File: src/rtl/div_unit.sv
// Iterative radix-2 restoring divider for RV32M DIV/DIVU/REM/REMU.
// Raises busy while computing so the hazard unit can stall F/D/E; accepts FlushE.
module div_unit #(
  parameter int unsigned XLEN = 32,
  parameter int unsigned CNTW = $clog2(XLEN) + 1
) (
  input  logic            clk,
  input  logic            rst_n,
  input  logic            start,
  input  logic [2:0]      funct3,
  input  logic [XLEN-1:0] a,
  input  logic [XLEN-1:0] b,
  input  logic            flush,
  output logic            busy,
  output logic            done,
  output logic [XLEN-1:0] result
);

  typedef enum logic [1:0] {StIdle, StCalc, StDone} stateT;

  stateT           state;
  logic [CNTW-1:0] cnt;
  logic [XLEN-1:0] remQ;
  logic [XLEN-1:0] quoQ;
  logic [XLEN-1:0] divQ;
  logic            isRem;
  logic            negQ;
  logic            negR;

  // Operand decode, used only on the accepting edge in IDLE.
  logic            isSigned;
  logic            aNeg;
  logic            bNeg;
  logic [XLEN-1:0] magA;
  logic [XLEN-1:0] magB;
  logic            bZero;
  logic            sOvf;
  logic [XLEN-1:0] specialRes;

  assign isSigned   = ~funct3[0];
  assign aNeg       = isSigned & a[XLEN-1];
  assign bNeg       = isSigned & b[XLEN-1];
  assign magA       = aNeg ? -a : a;
  assign magB       = bNeg ? -b : b;
  assign bZero      = (b == '0);
  assign sOvf       = isSigned & (a == {1'b1, {(XLEN-1){1'b0}}}) & (b == '1);
  assign specialRes = bZero ? (funct3[1] ? a : '1) : (funct3[1] ? '0 : a);

  // One restoring step: quoQ doubles as the dividend shift register.
  logic [XLEN:0]   shifted;
  logic [XLEN+1:0] diff;
  logic            borrow;
  logic [XLEN-1:0] nextRem;
  logic [XLEN-1:0] nextQuo;
  logic [XLEN-1:0] finalRes;

  assign shifted  = {remQ, quoQ[XLEN-1]};
  assign diff     = {1'b0, shifted} - {2'b00, divQ};
  assign borrow   = diff[XLEN+1];
  assign nextRem  = borrow ? shifted[XLEN-1:0] : diff[XLEN-1:0];
  assign nextQuo  = {quoQ[XLEN-2:0], ~borrow};
  assign finalRes = isRem ? (negR ? -nextRem : nextRem) : (negQ ? -nextQuo : nextQuo);

  assign busy = ((state == StIdle) & start & ~flush) | (state == StCalc);
  assign done = (state == StDone);

  always_ff @(posedge clk or negedge rst_n) begin
    if (!rst_n) begin
      state  <= StIdle;
      cnt    <= '0;
      result <= '0;
      remQ   <= '0;
      quoQ   <= '0;
      divQ   <= '0;
      isRem  <= 1'b0;
      negQ   <= 1'b0;
      negR   <= 1'b0;
    end else if (flush) begin
      state <= StIdle;
    end else begin
      unique case (state)
        StIdle: begin
          if (start) begin
            isRem <= funct3[1];
            negQ  <= aNeg ^ bNeg;
            negR  <= aNeg;
            divQ  <= magB;
            quoQ  <= magA;
            remQ  <= '0;
            if (bZero || sOvf) begin
              result <= specialRes;
              state  <= StDone;
            end else begin
              cnt   <= CNTW'(XLEN);
              state <= StCalc;
            end
          end
        end
        StCalc: begin
          remQ <= nextRem;
          quoQ <= nextQuo;
          cnt  <= cnt - 1'b1;
          if (cnt == CNTW'(1)) begin
            result <= finalRes;
            state  <= StDone;
          end
        end
        StDone:  state <= StIdle;
        default: state <= StIdle;
      endcase
    end
  end

endmodule

File: config.mk
export PLATFORM = sky130hd
export DESIGN_NAME = div_unit
export DESIGN_NICKNAME = d
export VERILOG_FILES = /design/src/rtl/div_unit.sv
export SDC_FILE = /design/constraint.sdc
export NUM_CORES = 1
export LEC_CHECK = 0
export CORE_UTILIZATION = 55
export CTS_BUF_LIST = sky130_fd_sc_hd__clkbuf_4
export DETAILED_ROUTE_END_ITERATION = 10
export PLACE_DENSITY = 0.76
export SLEW_MARGIN = 40
export SYNTH_ARGS = -nofsm -noshare
export SYNTH_HDL_FRONTEND = slang
export SYNTH_SLANG_ARGS = --single-unit
File: constraint.sdc
create_clock -name clk -period 6.03 [get_ports clk]
set_input_delay 1.5075 -clock clk [delete_from_list [all_inputs] [get_ports clk]]
set_output_delay 1.5075 -clock clk [all_outputs]
set_load 0.01 [all_outputs]
==> flow_summary.yaml <==
grt:
  grt_pass1_vias: 10500
  grt_max_degree: 95
  antenna_found_initial: 1
  grtUsageTotal_pct: 32.6
  grt_overflow: 0
  grt_pass1_wl_um: 55400
setup_path:
  cp_max_fo: 8
  cp-start-kind: "flip-flop"
  worstPathRequired_ns: 6.54
  path_class: "reg -> reg"
  cp.arrival_ns: 6.01
  endpoint_kind: "flip-flop"
floorplanning:
  fp-row-count: 52
  initial_core_util_pct: 56.4
  fp.coreArea_um2: 20300
  die_x_um: 146
  die_h_um: 146
  io_pins: 105
  dieArea_um2: 21400
sta:
  setup-tns-final_ns: 0
  relSlewSlack_pct: 42.3
  fmax_mhz: 182
  tightest_slew_ns: 0.858
  period_needed_ns: 5.50
  setup_viol: 0
  rsz0062_at_grt: "false"
  finalHoldViolCount: 0
  period_share_pct: 91.2
  fin_skew_ns: 0.0225
  drv_slew: 0
logic_synthesis:
  synth_fp_nets: 1624
  synth-edff-count: 0
  synth-simple-area-share_pct: 20.7
  synth_mux_area_share_pct: 1.78
  ys.flop_type: "dfrtp_1"
  synthAdderAreaFrac_pct: 4.43
  synth_cells: 1513
  avgSynthCellArea_um2: 7.57
  synth_top_family_by_area: "compound AO/OA/AOI/OAI gates"
  synth_compound_area_share_pct: 27.6
  ys_seq_elements: 139
  async_flop_share_pct: 100
  synth-xor-area-share_pct: 10.4
  synth_seq_area_share_pct: 30.4
  yosys_warnings: 0
  syn_area_um2: 11500
  synth.distinct_cells: 76
status:
  status: "finished clean"
clock_network:
  clock_path_buffers: 2
  cts_tree: "done"
  ctsHoldBuffers: 0
  cts_buffers: 17
  htree_levels: 4
  clk_latency_ns: 0.60
  post_cts_buffers: 0
  path_clk_slew_ns: 0.13
  cts_root_buf: "clkbuf_4"
  cts_resized: 0
  clkSinkCount: 139
route:
  drc: 0
  wl_um: 34500
  first_pass_iters: 5
  drtAntennaViolNets: 0
  vias: 11700
  viasPerCell: 6.31
  wl_per_cell_um: 18.5
  drtIter0Drc: 1085
cells_and_area:
  synthToLayoutAreaGrowth_pct: 13.9
  fin_util_pct: 64.3
  mostFrequentLayoutCells: "nand2_1 (206), o21ai_0 (195), dfrtp_1 (138)"
  layout_commonest_cell: "nand2_1"
  drive_gt1_share_pct: 5.60
  fillCellCount: 1839
  final_net_count: 1687
  final-seq-area_um2: 3480
  multi_input_area_um2: 7470
placement:
  dp_hpwl_um: 26100
  place.gp.congestion: 0.943
  portBuffers: 103
job:
  drv_cap: 0
power_and_ir_drop:
  pwr_density_cell_nw_per_um2: 270
  leakage_nw: 5.28
  vdd_drop_max_uv: 196
worst_hold_path:
  hp-class: "reg -> reg"
[layer usage]
metal	up-vias	GRT usage, %	wire length (um)
met3	63	4.59	2420
met1	5570	46.0	15400
met5	-	0	0
li1	5576	-	-
met2	522	51.3	15800
met4	0	11.2	807
[worst paths after layout]
path                                         from                endpoint  slack [ns]  depth (start not counted)
max                          remQ[15]$_DFFE_PN0P_  result[28]$_DFFE_PN0P_        0.53                         19
min                        result[16]$_DFFE_PN0P_  result[16]$_DFFE_PN0P_        0.49                          2
max reg2reg                  remQ[15]$_DFFE_PN0P_  result[28]$_DFFE_PN0P_        0.53                         19
min reg2reg                result[16]$_DFFE_PN0P_  result[16]$_DFFE_PN0P_        0.49                          2
max in group asynchronous                   rst_n        negR$_DFFE_PN0P_        3.89                          3
min in group asynchronous                   rst_n    divQ[16]$_DFFE_PN0P_        0.78                          1
[registers in the layout, summed over array words and instances (netlist names)]
name    flops
cnt         6
quoQ       32
negQ        1
negR        1
state       2
result     32
remQ       32
divQ       32
isRem       1
[logic make-up after synthesis]
| family | after synthesis |
|---|---|
| AO/OA/AOI/OAI | 522 |
| buffers and inverters | 144 |
| XOR/XNOR | 136 |
| multiplexers | 20 |
| AND/OR/NAND/NOR | 512 |
| flip-flops | 139 |
| adder cells (fa/ha/maj) | 40 |
[cell usage after synthesis, types with 3 or more instances]
library cell  count  area (um2)
o21a_1            6        45.0
o22ai_1           3        18.8
o41ai_1          10        87.6
o211ai_1         30         225
nand2b_1         13        81.3
xor2_1           65         569
nor2_1          127         477
nor3b_1           4        30.0
o31ai_1          28         210
dfrtp_1         139        3480
nand2_1         207         777
o31a_1            4        35.0
o21ai_0         196         981
nand3_1          18        90.1
o21ai_1           7        35.0
a211oi_1         16         120
a21oi_1         128         641
a31oi_1          26         163
inv_1            57         214
o221ai_1          6        52.6
and3_1            5        31.3
clkbuf_1         73         274
nor2b_1          10        62.6
or4_1            17         128
o21bai_1          4        30.0
ha_1             39         488
mux2i_1          17         170
nand3b_1          3        22.5
nand4_1          21         131
o2111ai_1         3        26.3
xnor2_1          71         622
a211o_1           4        35.0
nor4_1           14        87.6
or2_2            11        68.8
a21o_1           11        82.6
mux2_2            3        33.8
or3_1            16         100
nor3_1           32         160
buf_1             9        33.8
o311ai_0          4        35.0
o211a_1           3        30.0
a22o_1           11        96.3
[where the power goes]
part / internal [mW] / switching (mW) / total [mW]
sequential: 1.14 / 0.209 / 1.35
combinational: 0.664 / 0.868 / 1.53
clock: 0.221 / 0.419 / 0.640
total: 2.03 / 1.50 / 3.52
[critical path, cell delays in order (launching register included)]
cell and delay, ns:
dfrtp_1 0.45, ha_1 0.47, nand2_1 0.12, or4_1 0.54, a211o_1 0.27, a31oi_1 0.37
or2_2 0.24, inv_2 0.05, mux2i_1 0.24, ha_1 0.31, nand2_1 0.07, nor4b_1 0.36
o21bai_1 0.20, a2111oi_1 0.36, o21ai_0 0.21, o32a_1 0.33, nor3_1 0.25, nand4_1 0.15
a32o_1 0.30, o21ai_0 0.14
[metrics by stage]
step	worst slack (ns)	cell area (um2)	std cells	total power [mW]	hold slack, ns
2_1_floorplan	0.793	11500	1513	2.29	0.450
3_3_place_gp	0.625	12700	1826	2.83	0.455
3_5_place_dp	0.646	12700	1827	2.88	0.462
4_1_cts	0.571	13000	1859	3.51	0.492
5_1_grt	0.0195	13000	1860	3.75	0.529
6_report	0.532	13000	1860	3.52	0.492
[area by class of cell]
| type | instances | share of cell area, % |
|---|---|---|
| diodes | 1 | 0.0192 |
| well taps | 270 | 2.59 |
| inverters | 60 | 1.73 |
| repair buffers | 128 | 9.53 |
| clock buffers | 17 | 0.978 |
| clock inverters | 15 | 1.25 |
| flip-flops and latches | 139 | 26.7 |
| multi-input cells | 1230 | 57.2 |
Note: power is estimated with default switching activity, not from simulation.
==> RTL change: new RTL, same settings <==
`XLEN`: 32 -> 64.
--- a/src/rtl/div_unit.sv
+++ b/src/rtl/div_unit.sv
@@ -1,7 +1,7 @@
 // Iterative radix-2 restoring divider for RV32M DIV/DIVU/REM/REMU.
 // Raises busy while computing so the hazard unit can stall F/D/E; accepts FlushE.
 module div_unit #(
-  parameter int unsigned XLEN = 32,
+  parameter int unsigned XLEN = 64,
   parameter int unsigned CNTW = $clog2(XLEN) + 1
 ) (
   input  logic            clk,
Interface: changed (resized a, b and result); port bits go from 105 to 201. No check against the original RTL was run, so the function may have changed too.
==> RTL change against the unedited design <==
Synthesized area increased by 110%. Total power is 140% higher. Combinational power rose to 2.6 times the old value. Sequential power is 100% higher. Sequential cell count grew 129. Worst setup slack got worse by 330 ps. Hold slack got worse by 13 ps. Wire length grew to 2.7 times the old value. Design area increased by 120%. Critical endpoint is now result[62]$_DFFE_PN0P_. Highest routed layer unchanged.
==> RTL change: results (changes against the unedited design) <==
Layout
  • Inverters: 98 (was 60)
  • Non-filler instance count after layout: 4135 (was 1860)
  • Clock-cell share: 3.34% (was 2.23%)
  • Share of cells above drive strength 1: 10.1% (was 5.60%)
  • Area of the multi-input gates: 16800 um^2 (was 7470 um^2)
  • #MultiIn Comb: 2709 (was 1230)
  • Nets: 3696 (was 1687)
  • Non-clock buffering overhead: 11.1% (was 9.53%)

Placed design
  • DP Area: 27600 um^2 (was 12700 um^2)
  • Pre-CTS setup slack: 97.3 ps (was 646 ps)
  • HPWL Detailed: 71.6 mm (was 26.1 mm)
  • Dpl cells: 4002 (was 1827)

Global routing
  • Met1 Usage GRT: 54.7% (was 46.0%)
  • GR Util met3: 8.02% (was 4.59%)
  • Global Route Usage Sum: 40.3% (was 32.6%)
  • First-pass GRT wire length: 142 mm (was 55.4 mm)
  • Vias in the first global route: 25300 (was 10500)

Pwr
  • Leak: 11.6 nW (was 5.28 nW)
  • Peak supply drop: 0.218 mV (was 0.196 mV)

Synth
  • Most frequent cells after synthesis: nand2_1, o21ai_0, nor2_1, a21oi_1, dfrtp_1 (was nand2_1, o21ai_0, dfrtp_1, a21oi_1, nor2_1)
  • Seq/Total Area, Yosys: 27.3% (was 30.4%)
  • Synth Area in XOR/XNOR: 9.14% (was 10.4%)
  • Post-Synth Adder-Cell Area: 3.70% (was 4.43%)
  • Mux cell area share after synthesis: 2.84% (was 1.78%)
  • Top post-synthesis cells by area: dfrtp_1, o21ai_0, nand2_1 (unchanged)
  • Synth cell types: 108 (was 76)

Detailed routing
  • DR WL met2: 40.2 mm (was 15.8 mm)
  • WL met3: 10.6 mm (was 2.42 mm)
  • Router iterations before antenna repair: 8 (was 5)
  • Via Count: 27400 (was 11700)
  • Met1 Wirelength: 37.8 mm (was 15.4 mm)

Critical path
  • Crit path to: result[62]$_DFFE_PN0P_ (was result[28]$_DFFE_PN0P_)
  • CP Data Arrival Time: 6560 ps (was 6010 ps)
  • Start point of the critical path: remQ[29]$_DFFE_PN0P_ (was remQ[15]$_DFFE_PN0P_)
  • Slowest-stage cell, CP: dfrtp_1 (was or4_1)
  • R2r setup slk: 210 ps (was 530 ps)

Timing
  • Final Hold Slack: 479 ps (was 492 ps)
  • Clock skew: 68.8 ps (was 22.5 ps)
  • Worst-Margin Slew: 885 ps (was 858 ps)

Clocking
  • CTS Buf Count: 75 (was 17)

Run status
  • Status: finished, final reports clean (unchanged)
RTL change: cell count changes after synthesis, moves of 44 or more:
cell,change
nand2_1,+210
dfrtp_1,+129
buf_2,+57
o21ai_0,+205
xnor2_1,+49
o31ai_1,+45
nor3_1,+50
mux2i_1,+44
a21oi_1,+148
xor2_1,+71
clkbuf_1,+51
nor2_1,+164
RTL change: cell families (layout without fill, tap and decap cells):
group                    count (synthesis)  in the layout
AND/OR/NAND/NOR                       1189           1189
other                                    0              3
adder cells (fa/ha/maj)                 72             72
multiplexers                            68             68
buffers and inverters                  301            563
flip-flops                             268            268
XOR/XNOR                               256            256
AO/OA/AOI/OAI                         1124           1124
RTL change: repair_timing:
item                                    CTS  global route
resized for setup                         0            35
endpoints found under the setup margin    0             9
setup buffers                             0             1
hold buffers                              0             0
RTL change: power breakdown:
part	switching, W	total [W]	internal [W]
sequential	0.000473	0.00274	0.00227
clock	0.000857	0.00176	0.000907
combinational	0.00231	0.00393	0.00162
total	0.00364	0.00844	0.00480
